`config.mk`:
```
export PLATFORM = sky130hd
export DESIGN_NAME = tshoot_gun_ctrl
export DESIGN_NICKNAME = d
export VERILOG_FILES = /design/src/rtl/tshoot_gun_pkg.sv /design/src/rtl/tshoot_gun_axis.sv /design/src/rtl/tshoot_gun_ctrl.sv
export SDC_FILE = /design/constraint.sdc
export NUM_CORES = 1
export LEC_CHECK = 0
export CORE_ASPECT_RATIO = 0.7
export CORE_MARGIN = 4
export CORE_UTILIZATION = 57
export DETAILED_ROUTE_END_ITERATION = 10
export PLACE_DENSITY_LB_ADDON = 0.05
export SETUP_SLACK_MARGIN = 0.02
export SLEW_MARGIN = 25
export SYNTH_ARGS = -nofsm -noshare
export SYNTH_HDL_FRONTEND = slang
export SYNTH_SLANG_ARGS = --single-unit
```
`constraint.sdc`:
```
create_clock -name i_clock_12 -period 7.64 [get_ports i_clock_12]
set_clock_uncertainty 0.1 [all_clocks]
set_input_delay 0.764 -clock i_clock_12 [delete_from_list [all_inputs] [get_ports i_clock_12]]
set_output_delay 0.764 -clock i_clock_12 [all_outputs]
set_load 0.03 [all_outputs]
```
`src/rtl/tshoot_gun_pkg.sv`:
```
// Shared types and constants for the gun crosshair controller.
package tshoot_gun_pkg;

  // Per-axis acceleration state.
  typedef enum logic [1:0] {
    AX_IDLE = 2'd0,
    AX_SLOW = 2'd1,
    AX_FAST = 2'd2
  } axis_state_t;

  // Default internal position width and its centre value.
  localparam int unsigned              GUN_POS_W      = 10;
  localparam logic [GUN_POS_W-1:0]     GUN_POS_CENTRE = 10'd512;

  // Raw mouse delta width from the hps_io decode.
  localparam int unsigned              MOUSE_W        = 9;

  // True when exactly one of two opposing directions is held.
  function automatic logic single_dir(input logic a, input logic b);
    return a ^ b;
  endfunction

endpackage : tshoot_gun_pkg

```
`src/rtl/tshoot_gun_axis.sv`:
```
// One crosshair axis: slow/fast acceleration FSM, hold counter and a
// saturating fixed-point position register fed by joystick and mouse.
module tshoot_gun_axis
  import tshoot_gun_pkg::*;
#(
  parameter int unsigned POS_W       = 10,
  parameter int unsigned STEP_SLOW   = 4,
  parameter int unsigned STEP_FAST   = 12,
  parameter int unsigned ACCEL_TICKS = 32,
  parameter int unsigned MOUSE_SHIFT = 2,
  parameter int unsigned D_W         = 10
) (
  input  logic                  i_clk,
  input  logic                  i_rst,
  input  logic                  i_dir_pos,
  input  logic                  i_dir_neg,
  input  logic                  i_tick_ev,
  input  logic                  i_d_stb,
  input  logic signed [D_W-1:0] i_d_val,
  input  logic                  i_recentre,
  output logic [POS_W-1:0]      o_pos
);

  // Three guard bits cover the largest mouse jump plus a joystick step.
  localparam int unsigned SUM_W = POS_W + 3;
  localparam int unsigned CNT_W = $clog2(ACCEL_TICKS + 1);

  localparam logic [POS_W-1:0]        CENTRE   = {1'b1, {(POS_W-1){1'b0}}};
  localparam logic [POS_W-1:0]        POS_MAX  = {POS_W{1'b1}};
  localparam logic [CNT_W-1:0]        CNT_ZERO = {CNT_W{1'b0}};
  localparam logic [CNT_W-1:0]        CNT_ONE  = CNT_W'(1);
  localparam logic [CNT_W-1:0]        CNT_LAST = CNT_W'(ACCEL_TICKS - 1);
  localparam logic signed [SUM_W-1:0] SLOW_S   = SUM_W'(STEP_SLOW);
  localparam logic signed [SUM_W-1:0] FAST_S   = SUM_W'(STEP_FAST);
  localparam logic signed [SUM_W-1:0] SUM_MAX  = SUM_W'(POS_MAX);
  localparam logic signed [SUM_W-1:0] SUM_ZERO = {SUM_W{1'b0}};

  axis_state_t       r_state;
  axis_state_t       w_state_nx;
  logic [CNT_W-1:0]  r_cnt;
  logic [CNT_W-1:0]  w_cnt_nx;
  logic              r_dir_neg;
  logic              w_dir_nx;
  logic [POS_W-1:0]  r_pos;
  logic [POS_W-1:0]  w_pos_nx;

  logic                    w_single;
  logic                    w_reversal;
  logic signed [SUM_W-1:0] w_step_mag;
  logic signed [SUM_W-1:0] w_step;
  logic signed [SUM_W-1:0] w_d_ext;
  logic signed [SUM_W-1:0] w_mouse;
  logic signed [SUM_W-1:0] w_pos_ext;
  logic signed [SUM_W-1:0] w_sum;

  assign w_single   = single_dir(i_dir_pos, i_dir_neg);
  assign w_reversal = (i_dir_neg != r_dir_neg);
  assign w_d_ext    = SUM_W'(i_d_val);
  assign w_pos_ext  = signed'({3'b000, r_pos});

  // Acceleration FSM: decides next state, counter, direction and step size.
  always_comb begin
    w_state_nx = r_state;
    w_cnt_nx   = r_cnt;
    w_dir_nx   = r_dir_neg;
    w_step_mag = SUM_ZERO;
    if (i_recentre) begin
      w_state_nx = AX_IDLE;
      w_cnt_nx   = CNT_ZERO;
    end else if (i_tick_ev) begin
      if (!w_single) begin
        w_state_nx = AX_IDLE;
        w_cnt_nx   = CNT_ZERO;
      end else begin
        w_dir_nx = i_dir_neg;
        case (r_state)
          AX_IDLE: begin
            // The entry tick already counts as one held tick.
            w_state_nx = AX_SLOW;
            w_cnt_nx   = CNT_ONE;
            w_step_mag = SLOW_S;
          end
          AX_SLOW: begin
            w_step_mag = SLOW_S;
            if (w_reversal) begin
              w_cnt_nx = CNT_ZERO;
            end else if (r_cnt == CNT_LAST) begin
              w_state_nx = AX_FAST;
            end else begin
              w_cnt_nx = r_cnt + CNT_ONE;
            end
          end
          AX_FAST: begin
            if (w_reversal) begin
              w_state_nx = AX_SLOW;
              w_cnt_nx   = CNT_ZERO;
              w_step_mag = SLOW_S;
            end else begin
              w_step_mag = FAST_S;
            end
          end
          default: begin
            w_state_nx = AX_IDLE;
            w_cnt_nx   = CNT_ZERO;
          end
        endcase
      end
    end else begin
      w_state_nx = r_state;
    end
  end

  // Signed sum of position, joystick step and scaled mouse delta, then clamp.
  always_comb begin
    w_step   = i_dir_neg ? -w_step_mag : w_step_mag;
    w_mouse  = SUM_ZERO;
    w_sum    = SUM_ZERO;
    w_pos_nx = r_pos;
    if (i_d_stb) begin
      w_mouse = w_d_ext <<< MOUSE_SHIFT;
    end else begin
      w_mouse = SUM_ZERO;
    end
    w_sum = w_pos_ext + w_step + w_mouse;
    if (i_recentre) begin
      w_pos_nx = CENTRE;
    end else if (w_sum[SUM_W-1]) begin
      w_pos_nx = {POS_W{1'b0}};
    end else if (w_sum > SUM_MAX) begin
      w_pos_nx = POS_MAX;
    end else begin
      w_pos_nx = w_sum[POS_W-1:0];
    end
  end

  // State, hold counter, held direction and position registers.
  always_ff @(posedge i_clk or posedge i_rst) begin
    if (i_rst) begin
      r_state   <= AX_IDLE;
      r_cnt     <= CNT_ZERO;
      r_dir_neg <= 1'b0;
      r_pos     <= CENTRE;
    end else begin
      r_state   <= w_state_nx;
      r_cnt     <= w_cnt_nx;
      r_dir_neg <= w_dir_nx;
      r_pos     <= w_pos_nx;
    end
  end

  assign o_pos = r_pos;

endmodule : tshoot_gun_axis

```
`src/rtl/tshoot_gun_ctrl.sv`:
```
// Joystick/mouse to absolute gun crosshair converter for the williams2 core.
// Paced by the core's 4 ms tick; one axis instance per direction.
module tshoot_gun_ctrl
  import tshoot_gun_pkg::*;
#(
  parameter int unsigned OUT_W       = 6,
  parameter int unsigned POS_W       = GUN_POS_W,
  parameter int unsigned STEP_SLOW   = 4,
  parameter int unsigned STEP_FAST   = 12,
  parameter int unsigned ACCEL_TICKS = 32,
  parameter int unsigned MOUSE_SHIFT = 2,
  parameter int unsigned INV_V       = 0
) (
  input  logic                      i_clock_12,
  input  logic                      i_reset,
  input  logic                      i_tick_4ms,
  input  logic                      i_joy_right,
  input  logic                      i_joy_left,
  input  logic                      i_joy_down,
  input  logic                      i_joy_up,
  input  logic                      i_recentre,
  input  logic                      i_mouse_stb,
  input  logic signed [MOUSE_W-1:0] i_mouse_dx,
  input  logic signed [MOUSE_W-1:0] i_mouse_dy,
  output logic [OUT_W-1:0]          o_gun_h,
  output logic [OUT_W-1:0]          o_gun_v
);

  // One extra bit so that negating the most negative delta cannot overflow.
  localparam int unsigned D_W = MOUSE_W + 1;

  logic                  r_tick_d;
  logic                  w_tick_ev;
  logic signed [D_W-1:0] w_dx_ext;
  logic signed [D_W-1:0] w_dy_ext;
  logic signed [D_W-1:0] w_dy_adj;
  logic                  w_v_pos;
  logic                  w_v_neg;
  logic [POS_W-1:0]      w_pos_h;
  logic [POS_W-1:0]      w_pos_v;
  logic                  w_unused_lsbs;

  // Rising-edge detector on the core tick (already in the clock_12 domain).
  always_ff @(posedge i_clock_12 or posedge i_reset) begin
    if (i_reset) begin
      r_tick_d <= 1'b0;
    end else begin
      r_tick_d <= i_tick_4ms;
    end
  end

  assign w_tick_ev = i_tick_4ms & ~r_tick_d;

  assign w_dx_ext = {i_mouse_dx[MOUSE_W-1], i_mouse_dx};
  assign w_dy_ext = {i_mouse_dy[MOUSE_W-1], i_mouse_dy};

  // Vertical inversion swaps the stick sense and negates the mouse term.
  assign w_dy_adj = (INV_V != 0) ? -w_dy_ext : w_dy_ext;
  assign w_v_pos  = (INV_V != 0) ? i_joy_up   : i_joy_down;
  assign w_v_neg  = (INV_V != 0) ? i_joy_down : i_joy_up;

  tshoot_gun_axis #(
    .POS_W       (POS_W),
    .STEP_SLOW   (STEP_SLOW),
    .STEP_FAST   (STEP_FAST),
    .ACCEL_TICKS (ACCEL_TICKS),
    .MOUSE_SHIFT (MOUSE_SHIFT),
    .D_W         (D_W)
  ) u_axis_h (
    .i_clk      (i_clock_12),
    .i_rst      (i_reset),
    .i_dir_pos  (i_joy_right),
    .i_dir_neg  (i_joy_left),
    .i_tick_ev  (w_tick_ev),
    .i_d_stb    (i_mouse_stb),
    .i_d_val    (w_dx_ext),
    .i_recentre (i_recentre),
    .o_pos      (w_pos_h)
  );

  tshoot_gun_axis #(
    .POS_W       (POS_W),
    .STEP_SLOW   (STEP_SLOW),
    .STEP_FAST   (STEP_FAST),
    .ACCEL_TICKS (ACCEL_TICKS),
    .MOUSE_SHIFT (MOUSE_SHIFT),
    .D_W         (D_W)
  ) u_axis_v (
    .i_clk      (i_clock_12),
    .i_rst      (i_reset),
    .i_dir_pos  (w_v_pos),
    .i_dir_neg  (w_v_neg),
    .i_tick_ev  (w_tick_ev),
    .i_d_stb    (i_mouse_stb),
    .i_d_val    (w_dy_adj),
    .i_recentre (i_recentre),
    .o_pos      (w_pos_v)
  );

  // The core only sees the top OUT_W bits; the fraction bits stay internal.
  assign o_gun_h = w_pos_h[POS_W-1 -: OUT_W];
  assign o_gun_v = w_pos_v[POS_W-1 -: OUT_W];

  assign w_unused_lsbs = ^{w_pos_h[POS_W-OUT_W-1:0], w_pos_v[POS_W-OUT_W-1:0]};

endmodule : tshoot_gun_ctrl

```
==> impl_metrics.csv, run 1 <==
group,metric,value,unit
run_status,status,"complete, no violations",
die,die_h,72.0,um
synthesis,yosys_warnings,0,
cts,insertion_delay,0.29,ns
drt,first_pass_iters,4,
synthesis,synth_seq_area_share,26.4,%
timing,worst-slew-pin-transition,0.676,ns
cts,cts.sinks,35,
global_route,grt_overflow,0,
synthesis,synth_edf_count,0,
die,rows,22,
layout,final_util,69.1,%
drt,wl_met2,3020,um
synthesis,async_flop_share,100,%
global_route,antenna_found_initial,0,
global_route,grt_pass1_wl,11500,um
critical_path,critPathKind,"input pin to register",
drt,viasPerCell,5.50,
critical_path,setup.worst_path.start_class,"input pin",
placement,numPortBuffers,38,
drt,finalWirelength,6650,um
synthesis,ys_seq_elements,35,
timing,timing.fmax,197,MHz
synthesis,synthTopCellsByCount,"inv_1 (58), nand2_1 (37), dfrtp_1 (33), ha_1 (24), a21oi_1 (19)",
die,pin_count,39,
synthesis,synth_area_leaders,"dfrtp_1 (25%), fa_1 (11%), ha_1 (9.0%), inv_1 (6.5%), nand2_1 (4.2%)",
placement,gp_congestion,0.877,
cts,postCtsHoldBufs,0,
cts,cts_buffer_depth,2,
die,dieArea,0.00715,mm^2
cts,root_buffer,"clkbuf_8",
placement,dpl.hpwl,5180,um
synthesis,syn_area_per_cell,8.91,um^2
flow_run,maxCapViolCount,0,
drt,wl_met3,204,um
cts,cts.clk_slew.worst_paths,0.08,ns
layout,syn_to_final_growth,13.1,%
synthesis,yosysMostFrequentCell,"inv_1",
timing,period_share,66.5,%
synthesis,syn_area,0.00333,mm^2
global_route,grt_usage,20.0,%
synthesis,synth_cells,374,
cts,cts_tree,"done",
cts,cts_setup_buffers,0,
synthesis,ys.flop_type,"dfrtp_1",
layout,nets,471,
global_route,grt_max_degree,36,
timing,rsz0062_at_grt,"false",
timing,fin_setup_tns,0,ns
die,initial_core_util,61.1,%
drt,post_drt_wl_per_cell,14.0,um
die,design.core.area,0.00545,mm^2
timing,drv_slew,0,
drt,highest_layer,"met4",
drt,wl_met1,3300,um
pwr,ir_worst_vdd,0.103,mV
hold_path,min_path_type,"register to register",
drt,route.vias.total,2609,
global_route,grt_pass1_vias,2575,
timing,period_needed,5.08,ns
cts,cts.repair.resized,0,
synthesis,netlist.area_leader.share,24.8,%
drt,drc,0,
layout,drive_above_1_share,8.96,%
synthesis,synth_nets,443,
drt,drtIter0Drc,77,
critical_path,crit_fanout,11,
drt,antenna_left,0,
synthesis,yosys.area.top_type,"dfrtp_1",
timing,hold_viol_final,0,
die,die_width,99.4,um
cts,htree_num_levels,2,
timing,final-setup-viol-count,0,
critical_path,crit_required,7.77,ns
layout,antenna_cells,0,
cts,cts_made_buffers,5,
pwr,leakage,1.78,nW
pwr,power.density,164,mW/mm^2
critical_path,end_kind,"register",
synthesis,yosysUniqueCellTypes,61,
critical_path,worstPathArrival,5.21,ns
timing,max_slew_margin,54.8,%
[worst max-delay path, stage by stage]
cell and delay (ns):
clkdlybuf4s50_1 0.79, clkinv_1 0.40, and2_1 0.30, nand2_1 0.11, ha_1 0.13, a21oi_1 0.08
fa_1 0.50, inv_1 0.04, ha_1 0.24, fa_1 0.44, a211oi_1 0.36, o21ai_1 0.13
mux2i_1 0.16, a211oi_1 0.09, a311oi_4 0.46, o21a_1 0.20
[sequential cells by signal (all words and copies together) (netlist names)]
| name | flops |
|---|---|
| u_axis_h.o_pos | 8 |
| u_axis_h.r_state | 2 |
| r_tick_d | 1 |
| u_axis_v.r_state | 2 |
| u_axis_v.r_dir_neg | 1 |
| u_axis_v.o_pos | 8 |
| u_axis_h.r_dir_neg | 1 |
| u_axis_h.r_cnt | 6 |
| u_axis_v.r_cnt | 6 |
[per-stage QoR]
step	power [W]	cells	hold slack [ns]	worst slack (ns)	area [um^2]
final	0.000618	474	0.379	2.56	3770
after global routing	0.000662	474	0.407	2.22	3770
after CTS	0.000622	474	0.381	2.54	3770
after detailed placement	0.000477	467	0.369	2.29	3680
after global placement	0.000470	467	0.355	2.33	3680
after floorplan	0.000419	374	0.339	3.16	3330
[path summary, 6_finish.rpt]
path                                          startpoint                       endpoint  slack, ns  depth (start not counted)
hold / removal             u_axis_v.r_cnt[5]$_DFFE_PP0P_  u_axis_v.r_cnt[5]$_DFFE_PP0P_       0.38                          1
hold reg to reg            u_axis_v.r_cnt[5]$_DFFE_PP0P_  u_axis_v.r_cnt[5]$_DFFE_PP0P_       0.38                          1
min in group asynchronous                        i_reset    u_axis_v.o_pos[8]$_DFF_PP0_       0.77                          3
setup / recovery                              i_recentre    u_axis_h.o_pos[5]$_DFF_PP0_       2.56                         16
setup reg to reg                      r_tick_d$_DFF_PP0_    u_axis_h.o_pos[5]$_DFF_PP0_       3.22                         15
max in group asynchronous                        i_reset    u_axis_h.o_pos[9]$_DFF_PP1_       6.31                          3
[placed cells by master, fill, tap and decap left out, drive strengths merged, types with 3 or more instances in the layout]
cell           count
a21o               6
nor2b              7
o2111ai            4
xnor2              9
inv               58
ha                24
o21bai             4
fa                18
o21ai             28
clkbuf             6
xor2               5
a211oi             8
a21oi             19
clkdlybuf4s50     38
o21a              15
nand2             38
nor3b              3
and3               5
dfrtp             33
nor3               6
and2               5
o31ai              3
nand3              7
nor2              18
or2                3
[area by class of cell]
| class | instances | area, um^2 |
|---|---|---|
| timing repair buffer | 39 | 388 |
| multi-input combinational | 262 | 2100 |
| clock inverter | 1 | 5.00 |
| fill | 469 | 1680 |
| inverter | 59 | 221 |
| clock buffer | 6 | 82.6 |
| tap | 72 | 90.1 |
| sequential | 35 | 878 |
[cells by family after synthesis]
logic type / share of synthesized area (%)
compound gates: 21.3
xor+xnor: 3.68
fa+ha+maj: 19.8
buf+inv: 10.6
flops: 26.4
mux: 0.977
simple gates: 17.2
[layer usage]
| layer | up-vias | GRT usage, % |
|---|---|---|
| li1 | 1311 | - |
| met3 | 15 | 4.03 |
| met5 | - | 0 |
| met2 | 38 | 32.6 |
| met4 | 0 | 6.36 |
| met1 | 1245 | 27.2 |
[where the power goes]
part | internal (W) | total [W] | switching (W)
Sequential | 0.000203 | 0.000213 | 0.0000104
Clock | 0.0000709 | 0.000144 | 0.0000735
Combinational | 0.000111 | 0.000260 | 0.000149
No activity file was read; power rests on OpenSTA's default activity.
==> run 2: changes to the inputs <==
--- a/config.mk
+++ b/config.mk
@@ -7,7 +7,7 @@
 export LEC_CHECK = 0
 export CORE_ASPECT_RATIO = 0.7
 export CORE_MARGIN = 4
-export CORE_UTILIZATION = 57
+export CORE_UTILIZATION = 52
 export DETAILED_ROUTE_END_ITERATION = 10
 export PLACE_DENSITY_LB_ADDON = 0.05
 export SETUP_SLACK_MARGIN = 0.02
==> constraint.sdc (replaced) <==
create_clock -name i_clock_12 -period 4.6 [get_ports i_clock_12]
set_clock_uncertainty 0.1 [all_clocks]
set_input_delay 0.46 -clock i_clock_12 [delete_from_list [all_inputs] [get_ports i_clock_12]]
set_output_delay 0.46 -clock i_clock_12 [all_outputs]
set_load 0.03 [all_outputs]
==> run 2 against run 1 <==
Effect of this change: final cell count rose by 6.1%; utilization fell by 5.5 points; non-clock buffer count rose by 23; clock power rose by 65%; power rose by 69%; via count fell by 0.69%; wire length rose by 2.0%; register-to-register slack got worse by 2.7 ns; worst hold slack got worse by 0.088 ns; die area rose by 8.7%; critical path depth fell by 1; global-route usage fell by 1.4 points; critical endpoint is now u_axis_v.o_pos[9]$_DFF_PP1_; largest power group unchanged.
==> impl_metrics.csv, run 2 (synthesis gave the netlist of run 1 again) <==
group,metric,value,unit
cts,cts.sinks,35,
critical_path,r2r-start,"u_axis_h.r_dir_neg$_DFFE_PP0P_",
critical_path,critPathKind,"input pin to register",
flow_run,maxCapViolCount,0,
drt,viasPerCell,5.15,
timing,period_share,93.5,%
pwr,switching_share,36.9,%
pwr,finalPower,0.00105,W
critical_path,worstPathArrival,4.42,ns
critical_path,setup.worst_path.start_class,"input pin",
critical_path,cp-startpoint,"i_joy_up",
die,die_width,104,um
pwr,ir_worst_vdd,0.148,mV
drt,antenna_left,0,
critical_path,critPathTopFamily,"adder cells",
cts,htree_num_levels,2,
critical_path,max_stage_delay,0.54,ns
drt,finalWirelength,6780,um
cts,insertion_delay,0.28,ns
placement,dp.cells,496,
global_route,grt_pass1_vias,2585,
run_status,status,"complete, no violations",
drt,drc,0,
cts,root_buffer,"clkbuf_8",
layout,syn_to_final_growth,18.8,%
pwr,power_frac_seq,33.8,%
die,rows,24,
placement,dpl.hpwl,5360,um
die,design.core.area,0.00622,mm^2
critical_path,crit_chain,"clkdlybuf4s50_1 -> nor3b_2 -> o2111ai_1 -> ha_1 -> a21oi_1 -> fa_1 -> inv_1 -> ha_1 -> fa_1 -> a211oi_2 -> o21ai_0 -> and3_1 -> o21ai_1 -> nand4_2 -> o31a_1",
pwr,leakage,1.90,nW
critical_path,cp_slowest_cell,"clkdlybuf4s50_1",
global_route,grt_pass1_wl,11800,um
pwr,combPwrFrac,43.6,%
pwr,p_int,0.000661,W
timing,fin_setup_tns,0,ns
pwr,switchingPower,0.000386,W
timing,drv_slew,0,
cts,cts_made_buffers,5,
cts,cts_setup_buffers,0,
timing,hold_viol_final,0,
timing,rsz0062_at_grt,"false",
timing,timing.fmax,232,MHz
global_route,grt_max_degree,31,
global_route,grt_usage,18.7,%
global_route,antenna_found_initial,0,
cts,cts_tree,"done",
drt,post_drt_wl_per_cell,13.5,um
die,dieArea,0.00777,mm^2
drt,first_pass_iters,4,
layout,mostFrequentLayoutCells,"inv_1 (58), clkdlybuf4s50_1 (38), nand2_1 (37)",
timing,period_needed,4.30,ns
die,die_h,75.0,um
placement,gp_congestion,0.869,
timing,max_slew_margin,58.8,%
pwr,power.density,264,mW/mm^2
timing,final-setup-viol-count,0,
critical_path,end_kind,"register",
cts,cts_buffer_depth,2,
drt,route.vias.total,2591,
critical_path,path_buf_inv,2,
critical_path,r2r-end,"u_axis_h.o_pos[7]$_DFF_PP0_",
critical_path,crit_fanout,8,
cts,cts.clk_slew.worst_paths,0.08,ns
global_route,grt_overflow,0,
layout,fin_cells,503,
layout,nets,494,
placement,numPortBuffers,38,
critical_path,r2r_slack,0.54,ns
critical_path,crit_required,4.72,ns
critical_path,reg2reg_depth,16,
drt,drtIter0Drc,112,
timing,worst-slew-pin-transition,0.613,ns
die,initial_core_util,53.6,%
die,pin_count,39,
hold_path,min_path_type,"input pin to async pin",
layout,layout_commonest_cell,"inv_1",
layout,antenna_cells,0,
pwr,clock_power_share,22.6,%
layout,drive_above_1_share,14.4,%
[run 2: cell types whose count changed in the layout (fill, tap and decap cells not counted)]
cell,change
buf_4,+23
a211oi_2,+2
a211oi_1,-2
[run 2: layout make-up]
type / instances / area [um^2]
clock inverters: 1 / 5.00
well taps: 78 / 97.6
clock buffers: 6 / 82.6
repair buffers: 62 / 561
multi-input cells: 262 / 2110
inverters: 59 / 221
flip-flops and latches: 35 / 878
fillers: 541 / 2260
[run 2: stage by stage]
step	hold slack, ns	worst slack (ns)	area, um^2	util, %
after global placement	0.362	0.0728	3860	62.1
final	0.291	0.297	3960	63.6
after global routing	0.318	0.0268	3960	63.6
after detailed placement	0.379	-0.0472	3860	62.1
after CTS	0.292	0.227	3950	63.5
after floorplan	0.339	0.429	3330	-
[run 2: what timing repair did]
action / CTS / global route
endpoints found under the setup margin: 0 / 8
hold buffers: 0 / 0
gates resized for setup: 0 / 2
[run 2: how the worst max path moves through the flow]
stage / cells after the start / slack, ns / end
final: 15 / 0.30 / u_axis_v.o_pos[9]$_DFF_PP1_
after global routing: 17 / 0.03 / u_axis_h.o_pos[6]$_DFF_PP0_
after CTS: 17 / 0.23 / u_axis_h.o_pos[7]$_DFF_PP0_
after detailed placement: 17 / -0.05 / u_axis_h.o_pos[7]$_DFF_PP0_
after global placement: 17 / 0.07 / u_axis_h.o_pos[7]$_DFF_PP0_
after floorplan: 16 / 0.43 / u_axis_h.o_pos[5]$_DFF_PP0_
[run 2: power groups by stage]
stage	combinational, W	sequential (W)	clock, W
after floorplan	0.000341	0.000356	0
final	0.000456	0.000354	0.000237
after detailed placement	0.000453	0.000360	0
after global routing	0.000516	0.000357	0.000258
after CTS	0.000458	0.000354	0.000245
after global placement	0.000450	0.000359	0
[run 2: worst reg2reg max path, delay by kind of cell, from the launching register on]
| kind | cells | cell delay (ns) |
|---|---|---|
| buffers and inverters | 4 | 0.48 |
| flip-flops | 1 | 0.45 |
| AO/OA/AOI/OAI | 5 | 1.07 |
| adder cells (fa/ha/maj) | 3 | 0.95 |
| AND/OR/NAND/NOR | 4 | 0.89 |
[run 2: layer usage]
layer | track usage (%) | wire length [um] | vias to the layer above
li1 | - | - | 1353
met1 | 25.6 | 3430 | 1191
met2 | 31.4 | 3070 | 41
met3 | 3.94 | 232 | 6
met4 | 3.54 | 47 | 0
met5 | 0 | 0 | -
==> run 3: changes to the inputs <==
--- a/config.mk
+++ b/config.mk
@@ -15,3 +15,4 @@
 export SYNTH_ARGS = -nofsm -noshare
 export SYNTH_HDL_FRONTEND = slang
 export SYNTH_SLANG_ARGS = --single-unit
+export TNS_END_PERCENT = 50
==> results of run 3 <==
Final layout, timing and power as in run 2 (identical DEF).
